`src/rtl/mem_arbiter_pkg.sv`:
```
// rtl/mem_arbiter_pkg.sv - shared owner/state encodings and arbitration constants
package mem_arbiter_pkg;

    // Which requester owns a memory command or response.
    typedef enum logic {
        OWN_I = 1'b0,
        OWN_D = 1'b1
    } owner_t;

    // Response FSM: RESP means read data is being returned this cycle.
    typedef enum logic {
        ST_IDLE = 1'b0,
        ST_RESP = 1'b1
    } state_t;

    // Memory returns read data this many cycles after acceptance.
    localparam int READ_LATENCY = 1;

    // Starvation counter width and saturation point.
    localparam int STARVE_W = 8;
    localparam logic [STARVE_W-1:0] STARVE_MAX = 8'd255;

    // Data is treated as the previous owner so fetch wins the first contention.
    localparam owner_t RESET_OWNER = OWN_D;

    // Saturating increment for the starvation counters.
    function automatic logic [STARVE_W-1:0] sat_inc(input logic [STARVE_W-1:0] v);
        return (v == STARVE_MAX) ? v : v + 8'd1;
    endfunction

endpackage

```
`src/rtl/mem_arbiter_if.sv`:
```
// rtl/mem_arbiter_if.sv - fetch, data and memory command/response bundle
interface mem_arbiter_if #(
    parameter int ADDR_W = 32,
    parameter int DATA_W = 32
);
    // Instruction-fetch port
    logic              i_req;
    logic [ADDR_W-1:0] i_addr;
    logic              i_gnt;
    logic              i_rvalid;
    logic [DATA_W-1:0] i_rdata;

    // Data load/store port
    logic              d_req;
    logic              d_we;
    logic [ADDR_W-1:0] d_addr;
    logic [DATA_W-1:0] d_wdata;
    logic              d_gnt;
    logic              d_rvalid;
    logic [DATA_W-1:0] d_rdata;

    // Shared single-port memory
    logic              m_en;
    logic              m_we;
    logic [ADDR_W-1:0] m_addr;
    logic [DATA_W-1:0] m_wdata;
    logic              m_ready;
    logic [DATA_W-1:0] m_rdata;

    // Arbiter view
    modport slave (
        input  i_req, i_addr, d_req, d_we, d_addr, d_wdata, m_ready, m_rdata,
        output i_gnt, i_rvalid, i_rdata, d_gnt, d_rvalid, d_rdata,
        output m_en, m_we, m_addr, m_wdata
    );

    // Requesters and memory view
    modport master (
        output i_req, i_addr, d_req, d_we, d_addr, d_wdata, m_ready, m_rdata,
        input  i_gnt, i_rvalid, i_rdata, d_gnt, d_rvalid, d_rdata,
        input  m_en, m_we, m_addr, m_wdata
    );

endinterface

```
`src/rtl/mem_arbiter_rr_pick2.sv`:
```
// rtl/mem_arbiter_rr_pick2.sv - two-input round-robin selector
module rr_pick2
    import mem_arbiter_pkg::*;
(
    input  logic   req_i,
    input  logic   req_d,
    input  owner_t last_owner,
    output owner_t sel,
    output logic   req_any
);

    // Lone requester always wins; on contention the one not served last wins.
    always_comb begin
        req_any = req_i | req_d;
        sel     = OWN_I;
        if (req_i && req_d) begin
            sel = (last_owner == OWN_I) ? OWN_D : OWN_I;
        end else if (req_d) begin
            sel = OWN_D;
        end
    end

endmodule

```
`src/rtl/mem_arbiter.sv`:
```
// rtl/mem_arbiter.sv - fetch/data arbiter onto a single-port memory
module mem_arbiter
    import mem_arbiter_pkg::*;
#(
    parameter int ADDR_W = 32,
    parameter int DATA_W = 32
) (
    input  logic          clk,
    input  logic          rst_n,
    mem_arbiter_if.slave  bus
);

    owner_t              last_owner;
    owner_t              rr_sel;
    owner_t              sel;
    owner_t              resp_owner;
    state_t              state;
    state_t              state_next;
    logic                req_any;
    logic                force_i;
    logic                force_d;
    logic                accept;
    logic                is_read;
    logic                gnt_i_raw;
    logic                gnt_d_raw;
    logic                resp_pend;
    logic [STARVE_W-1:0] starve_i;
    logic [STARVE_W-1:0] starve_d;
    logic [ADDR_W-1:0]   cmd_addr;
    logic [DATA_W-1:0]   cmd_wdata;
    logic                cmd_we;

    rr_pick2 u_pick (
        .req_i      (bus.i_req),
        .req_d      (bus.d_req),
        .last_owner (last_owner),
        .sel        (rr_sel),
        .req_any    (req_any)
    );

    // A saturated starve counter overrides round-robin unless both are saturated.
    always_comb begin
        force_i = bus.i_req && (starve_i == STARVE_MAX) &&
                  !(bus.d_req && (starve_d == STARVE_MAX));
        force_d = bus.d_req && (starve_d == STARVE_MAX) &&
                  !(bus.i_req && (starve_i == STARVE_MAX));
        sel = rr_sel;
        if (force_d) begin
            sel = OWN_D;
        end else if (force_i) begin
            sel = OWN_I;
        end
    end

    // Acceptance and command payload; state updates use the ungated view since
    // reset holds every register anyway.
    always_comb begin
        accept    = req_any && bus.m_ready;
        gnt_i_raw = accept && (sel == OWN_I);
        gnt_d_raw = accept && (sel == OWN_D);
        is_read   = (sel == OWN_I) || !bus.d_we;
        cmd_addr  = '0;
        cmd_wdata = '0;
        cmd_we    = 1'b0;
        if (req_any) begin
            if (sel == OWN_I) begin
                cmd_addr = bus.i_addr;
            end else begin
                cmd_addr  = bus.d_addr;
                cmd_wdata = bus.d_wdata;
                cmd_we    = bus.d_we;
            end
        end
    end

    // Response FSM next state: any accepted read produces a response next cycle.
    always_comb begin
        state_next = state;
        case (state)
            ST_IDLE: state_next = (accept && is_read) ? ST_RESP : ST_IDLE;
            ST_RESP: state_next = (accept && is_read) ? ST_RESP : ST_IDLE;
            default: state_next = ST_IDLE;
        endcase
    end

    // Response FSM state register; reset discards any in-flight response.
    always_ff @(posedge clk or negedge rst_n) begin
        if (!rst_n) begin
            state <= ST_IDLE;
        end else begin
            state <= state_next;
        end
    end

    assign resp_pend = (state == ST_RESP);

    // Round-robin history and response routing tag, updated on acceptance only.
    always_ff @(posedge clk or negedge rst_n) begin
        if (!rst_n) begin
            last_owner <= RESET_OWNER;
            resp_owner <= OWN_I;
        end else if (accept) begin
            last_owner <= sel;
            if (is_read) begin
                resp_owner <= sel;
            end
        end
    end

    // Consecutive requested-but-not-granted cycles per requester.
    always_ff @(posedge clk or negedge rst_n) begin
        if (!rst_n) begin
            starve_i <= '0;
            starve_d <= '0;
        end else begin
            starve_i <= (gnt_i_raw || !bus.i_req) ? '0 : sat_inc(starve_i);
            starve_d <= (gnt_d_raw || !bus.d_req) ? '0 : sat_inc(starve_d);
        end
    end

    // Port outputs, all forced low while reset is asserted.
    always_comb begin
        bus.m_en     = 1'b0;
        bus.m_we     = 1'b0;
        bus.m_addr   = '0;
        bus.m_wdata  = '0;
        bus.i_gnt    = 1'b0;
        bus.d_gnt    = 1'b0;
        bus.i_rvalid = 1'b0;
        bus.d_rvalid = 1'b0;
        bus.i_rdata  = '0;
        bus.d_rdata  = '0;
        if (rst_n) begin
            bus.m_en     = req_any;
            bus.m_we     = cmd_we;
            bus.m_addr   = cmd_addr;
            bus.m_wdata  = cmd_wdata;
            bus.i_gnt    = gnt_i_raw;
            bus.d_gnt    = gnt_d_raw;
            bus.i_rvalid = resp_pend && (resp_owner == OWN_I);
            bus.d_rvalid = resp_pend && (resp_owner == OWN_D);
            if (resp_pend && (resp_owner == OWN_I)) begin
                bus.i_rdata = bus.m_rdata;
            end
            if (resp_pend && (resp_owner == OWN_D)) begin
                bus.d_rdata = bus.m_rdata;
            end
        end
    end

endmodule

```
`src/flat_wrapper.sv`:
```
// flat-port wrapper written by rule: the top's interface ports become plain ports
module mem_arbiter_flat import mem_arbiter_pkg::*;
#(
    parameter int ADDR_W = 32,
    parameter int DATA_W = 32
)
  (clk, rst_n, bus_i_req, bus_i_addr, bus_d_req, bus_d_we, bus_d_addr, bus_d_wdata, bus_m_ready, bus_m_rdata, bus_i_gnt, bus_i_rvalid, bus_i_rdata, bus_d_gnt, bus_d_rvalid, bus_d_rdata, bus_m_en, bus_m_we, bus_m_addr, bus_m_wdata);
  mem_arbiter_if #(.ADDR_W(ADDR_W), .DATA_W(DATA_W)) bus_i ();
  input  logic clk;
  input  logic rst_n;
  input wire logic [$bits(bus_i.i_req)-1:0] bus_i_req;
  input wire logic [$bits(bus_i.i_addr)-1:0] bus_i_addr;
  input wire logic [$bits(bus_i.d_req)-1:0] bus_d_req;
  input wire logic [$bits(bus_i.d_we)-1:0] bus_d_we;
  input wire logic [$bits(bus_i.d_addr)-1:0] bus_d_addr;
  input wire logic [$bits(bus_i.d_wdata)-1:0] bus_d_wdata;
  input wire logic [$bits(bus_i.m_ready)-1:0] bus_m_ready;
  input wire logic [$bits(bus_i.m_rdata)-1:0] bus_m_rdata;
  output wire logic [$bits(bus_i.i_gnt)-1:0] bus_i_gnt;
  output wire logic [$bits(bus_i.i_rvalid)-1:0] bus_i_rvalid;
  output wire logic [$bits(bus_i.i_rdata)-1:0] bus_i_rdata;
  output wire logic [$bits(bus_i.d_gnt)-1:0] bus_d_gnt;
  output wire logic [$bits(bus_i.d_rvalid)-1:0] bus_d_rvalid;
  output wire logic [$bits(bus_i.d_rdata)-1:0] bus_d_rdata;
  output wire logic [$bits(bus_i.m_en)-1:0] bus_m_en;
  output wire logic [$bits(bus_i.m_we)-1:0] bus_m_we;
  output wire logic [$bits(bus_i.m_addr)-1:0] bus_m_addr;
  output wire logic [$bits(bus_i.m_wdata)-1:0] bus_m_wdata;
  assign bus_i.i_req = bus_i_req;
  assign bus_i.i_addr = bus_i_addr;
  assign bus_i.d_req = bus_d_req;
  assign bus_i.d_we = bus_d_we;
  assign bus_i.d_addr = bus_d_addr;
  assign bus_i.d_wdata = bus_d_wdata;
  assign bus_i.m_ready = bus_m_ready;
  assign bus_i.m_rdata = bus_m_rdata;
  assign bus_i_gnt = bus_i.i_gnt;
  assign bus_i_rvalid = bus_i.i_rvalid;
  assign bus_i_rdata = bus_i.i_rdata;
  assign bus_d_gnt = bus_i.d_gnt;
  assign bus_d_rvalid = bus_i.d_rvalid;
  assign bus_d_rdata = bus_i.d_rdata;
  assign bus_m_en = bus_i.m_en;
  assign bus_m_we = bus_i.m_we;
  assign bus_m_addr = bus_i.m_addr;
  assign bus_m_wdata = bus_i.m_wdata;
  mem_arbiter #(.ADDR_W(ADDR_W), .DATA_W(DATA_W)) u_core (.clk(clk), .rst_n(rst_n), .bus(bus_i));
endmodule
```
`config.mk`:
```
export PLATFORM = sky130hd
export DESIGN_NAME = mem_arbiter_flat
export DESIGN_NICKNAME = d
export VERILOG_FILES = /design/src/rtl/mem_arbiter_pkg.sv /design/src/rtl/mem_arbiter_if.sv /design/src/rtl/mem_arbiter_rr_pick2.sv /design/src/rtl/mem_arbiter.sv /design/src/flat_wrapper.sv
export SDC_FILE = /design/constraint.sdc
export NUM_CORES = 1
export LEC_CHECK = 0
export ABC_AREA = 0
export CORE_AREA = 2 2 105 107
export DETAILED_ROUTE_END_ITERATION = 6
export DIE_AREA = 0 0 107 109
export GPL_ROUTABILITY_DRIVEN = 0
export GPL_TIMING_DRIVEN = 0
export HOLD_SLACK_MARGIN = 0.05
export MAX_ROUTING_LAYER = met4
export PLACE_DENSITY = 0.74
export SLEW_MARGIN = 5
export SYNTH_ARGS = -nofsm -noshare
export SYNTH_HDL_FRONTEND = slang
export SYNTH_HIERARCHICAL = 1
export SYNTH_SLANG_ARGS = --single-unit
export TNS_END_PERCENT = 10
```
`constraint.sdc`:
```
create_clock -name clk -period 2.6 [get_ports clk]
set_input_delay 0.52 -clock clk [delete_from_list [all_inputs] [get_ports clk]]
set_output_delay 0.52 -clock clk [all_outputs]
set_load 0.01 [all_outputs]
```
# ---- Yosys cells after proc, flatten, opt, wreduce, memory -nomap -nowiden
# Index checks and enable logic that the tools add are counted.
dict set report word_totals {
  reg_bits 19
  inputBits 134
  out_inout_bits 134
  wordCells 62
}
dict set report op_classes {
  addsub 2
  eq_ne 4
  muxes 28
  bitwise_logic 3
  n_reduce_logical 20
}
# op count
set op_table {}
lappend op_table {{2-to-1 mux 32 bit} 10}
lappend op_table {{2-to-1 mux 8 bit} 4}
lappend op_table {{adder 8 x 1 -> 8 bit (second input constant)} 2}
lappend op_table {{== test 8 bit (second input constant)} 2}
lappend op_table {{2-to-1 mux 1 bit} 14}
lappend op_table {{logical AND 1 bit} 11}
lappend op_table {{zero test 1 bit} 5}
lappend op_table {{inequality test 2 bit (second input constant)} 2}
lappend op_table {{logical OR 1 bit} 3}
lappend op_table {{inverter 1 bit} 2}
lappend op_table {{AND reduction 2 bit} 1}
lappend op_table {{OR 1 bit} 1}

# ---- Longest topological paths before layout
dict set report logic_depth {
  depth_word 10
  mapped_depth 7
  depth_no_buf 5
}

# ---- Hierarchy
# Netlist, hierarchy kept.
# mod n_inst cells_each area_per_inst_um2 seq_area_each_um2
set modules_own_cells {}
lappend modules_own_cells {mem_arbiter 1 373 2590.0 476.7}
lappend modules_own_cells {rr_pick2 1 2 13.8 0.0}

# ---- Least setup slack after synthesis
# No wires, ideal clock.
dict set report synth_timing {
  kind {register to output}
  from {reg u_core.starve_d[0]}
  to {out bus_m_addr[10]}
  t_arrival_ps 1816
  setup_slack_ps 264
  stages_incl_launch_ff 7
  path_cell_list {dfrtp_1 > ha_1 > and4_1 > a211oi_4 > buf_2 > nand2_1 > a31oi_1}
}
dict set report synth_between {
  elab_chain_len 9
  word_cells_on_any_way 10
  classes_between {eq/ne (1); mux (5); reduce/logical (4)}
}
# item line_no
set synth_rtl {}
lappend synth_rtl {{start: declaration} mem_arbiter.sv:28} ;# logic [STARVE_W-1:0] starve_d;
lappend synth_rtl {{start signal: assignment} mem_arbiter.sv:117} ;# starve_d <= (gnt_d_raw || !bus.d_req) ? '0 : sat_inc(starve_d);
lappend synth_rtl {{== test 8 bit (*)} {mem_arbiter.sv:44, mem_arbiter.sv:45}}
lappend synth_rtl {{logical AND 1 bit (*)} {mem_arbiter.sv:44, mem_arbiter.sv:45}}
lappend synth_rtl {{zero test 1 bit} mem_arbiter.sv:44} ;# !(bus.d_req && (starve_d == STARVE_MAX));
lappend synth_rtl {{logical AND 1 bit} mem_arbiter.sv:43} ;# force_i = bus.i_req && (starve_i == STARVE_MAX) &&
lappend synth_rtl {{2-to-1 mux 1 bit} mem_arbiter.sv:50} ;# end else if (force_i) begin
lappend synth_rtl {{2-to-1 mux 1 bit (*)} mem_arbiter.sv:48} ;# if (force_d) begin
lappend synth_rtl {{2-to-1 mux 32 bit (*)} mem_arbiter.sv:66} ;# if (sel == OWN_I) begin
lappend synth_rtl {{2-to-1 mux 32 bit (*)} mem_arbiter.sv:65} ;# if (req_any) begin
lappend synth_rtl {{2-to-1 mux 32 bit (*)} mem_arbiter.sv:133} ;# if (rst_n) begin
lappend synth_rtl {{end: declaration} flat_wrapper.sv:27} ;# output wire logic [$bits(bus_i.m_addr)-1:0] bus_m_addr;
# Every way passes the cells marked *; elsewhere a longest branch is shown, timed or not.

# ---- Worst setup path in the final report
dict set report layout_timing {
  from {reg u_core.starve_i[1]}
  to {out bus_m_wdata[18]}
}
dict set report layout_between {
  elab_chain_len 8
  word_cells_on_any_way 10
  classes_between {eq/ne (1); mux (5); reduce/logical (4)}
}
# item line_no
set layout_rtl {}
lappend layout_rtl {{start: declaration} mem_arbiter.sv:27} ;# logic [STARVE_W-1:0] starve_i;
lappend layout_rtl {{start signal: assignment} mem_arbiter.sv:116} ;# starve_i <= (gnt_i_raw || !bus.i_req) ? '0 : sat_inc(starve_i);
lappend layout_rtl {{== test 8 bit (*)} {mem_arbiter.sv:43, mem_arbiter.sv:46}}
lappend layout_rtl {{logical AND 1 bit (*)} {mem_arbiter.sv:43, mem_arbiter.sv:46}}
lappend layout_rtl {{logical AND 1 bit or zero test 1 bit (tied branches)} {mem_arbiter.sv:43, mem_arbiter.sv:46}}
lappend layout_rtl {{2-to-1 mux 1 bit or logical AND 1 bit (tied branches)} {mem_arbiter.sv:50, mem_arbiter.sv:45}}
lappend layout_rtl {{2-to-1 mux 1 bit (*)} mem_arbiter.sv:48}
lappend layout_rtl {{2-to-1 mux 32 bit (*)} mem_arbiter.sv:66}
lappend layout_rtl {{2-to-1 mux 32 bit (*)} mem_arbiter.sv:65}
lappend layout_rtl {{2-to-1 mux 32 bit (*)} mem_arbiter.sv:133}
lappend layout_rtl {{end: declaration} flat_wrapper.sv:28} ;# output wire logic [$bits(bus_i.m_wdata)-1:0] bus_m_wdata;
# Marked as above.

==> results.json <==
{
  "die_area_sq_um": 11700,
  "cpPeakStageDelay_ns": 0.40,
  "path_common_cell": "buf_6",
  "yosysUniqueCellTypes": 43,
  "grt_max_degree": 24,
  "relSlewSlack_pct": 57.0,
  "synth_most_common_cell": "and2_1",
  "setup_viol_count_final": 13,
  "synth_seq_cells": 19,
  "fmax_mhz": 378,
  "synth_top_cell_area_share_pct": 17.3,
  "status": "finished with violations",
  "htree_levels": 1,
  "cp_max_fo": 6,
  "yosysWarnings": 6,
  "dieWidth_microns": 107,
  "overflow": 0,
  "cp.required_ns": 2.08,
  "cts.sinks": 19,
  "grt_pass1_wl_mm": 19.9,
  "max_cap_violations": 0,
  "cts_tree": "done",
  "hold_ws_ns": 0.0973,
  "stdcell_count": 809,
  "grt_usage_pct": 21.8,
  "hp-class": "in -> async",
  "powerDensity_nw_per_um2": 211,
  "avgViaCountPerCell": 5.12,
  "wl_mm": 13.5,
  "finalNetCount": 806,
  "finalMaxSlewViolations": 0,
  "cts_buffers": 3,
  "ant_nets": 0,
  "clk_pin_slew_worst_paths_ns": 0.07,
  "synth_fa_ha_area_share_pct": 0.961,
  "hold_violations": 0,
  "cp_slowest_cell": "dfrtp_1",
  "synth-xor-area-share_pct": 1.35,
  "synthTopCellsByCount": "and2_1, nand2_1, nand3_1",
  "synth.area.top_cells": "dfrtp_1, and2_1, o211ai_1",
  "hold_buffers": 0,
  "dpl.hpwl_mm": 10.7,
  "synth.largest_area_cell": "dfrtp_1",
  "synth.area.mux_share_pct": 1.20,
  "synth-edff-count": 0,
  "rows": 38,
  "n_fill_cell": 979,
  "synth_top_family_by_area": "simple AND/OR/NAND/NOR gates",
  "worstSetupPathType": "reg -> out",
  "dr.pass1.iters": 4,
  "core_area_sq_um": 10600,
  "drive_above_1_share_pct": 24.4,
  "start_util_pct": 24.6,
  "vias": 4139,
  "root_buffer": "clkbuf_8",
  "cp-start-kind": "flip-flop",
  "tightest_slew_ns": 0.644,
  "fin_crit_sh_pct": 102,
  "placed_cells": 782,
  "yosysSeqAreaShare_pct": 18.3,
  "clk_latency_ns": 0.25,
  "drt_iter0_markers": 248,
  "io_pins": 268,
  "dieHeight_microns": 109,
  "yosys_most_used_dff": "dfrtp_1",
  "violations": "negative setup slack",
  "dp_slack_ns": -1.41,
  "synth_fp_nets": 511,
  "finalClockSkew_ns": 0.00114,
  "clockBufferDepth": 2,
  "antenna_found_initial": 0,
  "rsz0062_at_grt": "true",
  "post_drt_wl_per_cell_microns": 16.7,
  "grt_pass1_vias": 3966,
  "finalWorstSetupSlack_ns": -0.0468,
  "crit_chain": "ha_4 -> nand4_4 -> o211ai_4 -> a21oi_4 -> buf_6 -> buf_6 -> buf_6 -> and3_4 -> buf_6",
  "post-route-min-period_ns": 2.65,
  "n_antenna_cell": 0,
  "rrSetupSlack_ns": 0.61,
  "portBuffers": 267,
  "synth-compound-area-share_pct": 27.5,
  "syn_area_sq_um": 2600,
  "area_growth_pct": 124,
  "async_flop_share_pct": 100,
  "drc_errors": 0,
  "peakVddDrop_uv": 151,
  "crit_path_end_kind": "primary output",
  "arrival_ns": 2.13,
  "syn_area_per_cell_sq_um": 6.94,
  "synthSimpleGateAreaFrac_pct": 43.6,
  "p_leak_nw": 2.43,
  "syn_inst": 375
}
## layer usage
layer | GRT usage (%) | vias up | share of wire (%)
met5 | - | - | 0
met4 | 6.03 | 0 | 2.2
met3 | 2.87 | 22 | 6.5
met2 | 40.1 | 223 | 52
met1 | 24.8 | 1928 | 40
li1 | - | 1966 | -
## cell usage in the layout, fill, tap and decap left out, drive strengths merged, types with 2 or more instances in the layout
master	Yosys	layout
mux2i	2	2
nor3	5	5
clkdlybuf4s15	0	14
o21ai	4	4
o211a	2	2
and2	66	66
nand2	42	42
xnor2	3	3
a21oi	8	8
nand4	4	4
buf	19	88
dfrtp	18	18
nor2	12	12
a211oi	5	5
inv	4	4
o211ai	36	36
and4	3	3
clkbuf	19	32
ha	2	2
nand3	36	36
a31oi	35	35
clkdlybuf4s50	0	197
and3	35	35
## critical path: cells and delay by family, from the launching register on
family	cells	cell delay [ns]
simple gates	2	0.34
flops	1	0.40
buf+inv	4	0.48
fa+ha+maj	1	0.17
compound gates	2	0.48
## final cells by class
cell class,instances,area (sq um),area share (%)
tap,140,175,3.00
buffer,38,308,5.27
timing repair buffer,290,2710,46.3
inverter,5,23.8,0.407
sequential,19,483,8.27
clock buffer,4,45.0,0.771
multi-input combinational,313,2100,36.0
## where the power goes
group	total, mW	leakage, nW	internal, mW	switching (mW)
clock	0.204	0.0228	0.109	0.0952
combinational	0.707	2.16	0.413	0.294
sequential	0.323	0.247	0.310	0.0134
total	1.23	2.43	0.832	0.402
## state kept, by name (all words and copies together) (netlist names)
name / cells
u_core/starve_i: 8
u_core/resp_pend: 1
u_core/resp_owner: 1
u_core/starve_d: 8
u_core/last_owner: 1
## cells by family after synthesis
kind of cell,Yosys count
compound gates,98
xor+xnor,4
fa+ha+maj,2
buf+inv,43
flops,19
mux,3
simple gates,206
## path summary, 6_finish.rpt
path / cells past startpoint / start / endpoint
worst max-delay path: 9 / u_core/starve_i[1] / bus_m_wdata[18]
worst min-delay path: 1 / rst_n / u_core/starve_d[1]
worst max register to register: 7 / u_core/starve_d[0] / u_core/starve_d[6]
worst min register to register: 2 / u_core/last_owner / u_core/last_owner
max in group asynchronous: 1 / rst_n / u_core/last_owner
min in group clk: 2 / u_core/last_owner / u_core/last_owner
## what timing repair did
action                                  4_1_cts  5_1_grt
gates resized for setup                     278       98
cloned                                        1        1
endpoints found under the setup margin      142      112
pin swaps                                     9       26
buffers inserted                             18        3
## per-stage QoR
stage | power, mW | instance area (sq um) | setup TNS (ns) | utilization, %
final | 1.23 | 5840 | -0.375 | 55.1
after CTS | 1.23 | 5750 | -2.29 | 54.3
after floorplan | 0.555 | 2600 | 0 | -
after detailed placement | 0.993 | 5450 | -154.47 | 51.4
after global routing | 1.31 | 5840 | -4.66 | 55.1
after global placement | 0.983 | 5450 | -144.39 | 51.4
(Power assumes the default switching activity.)
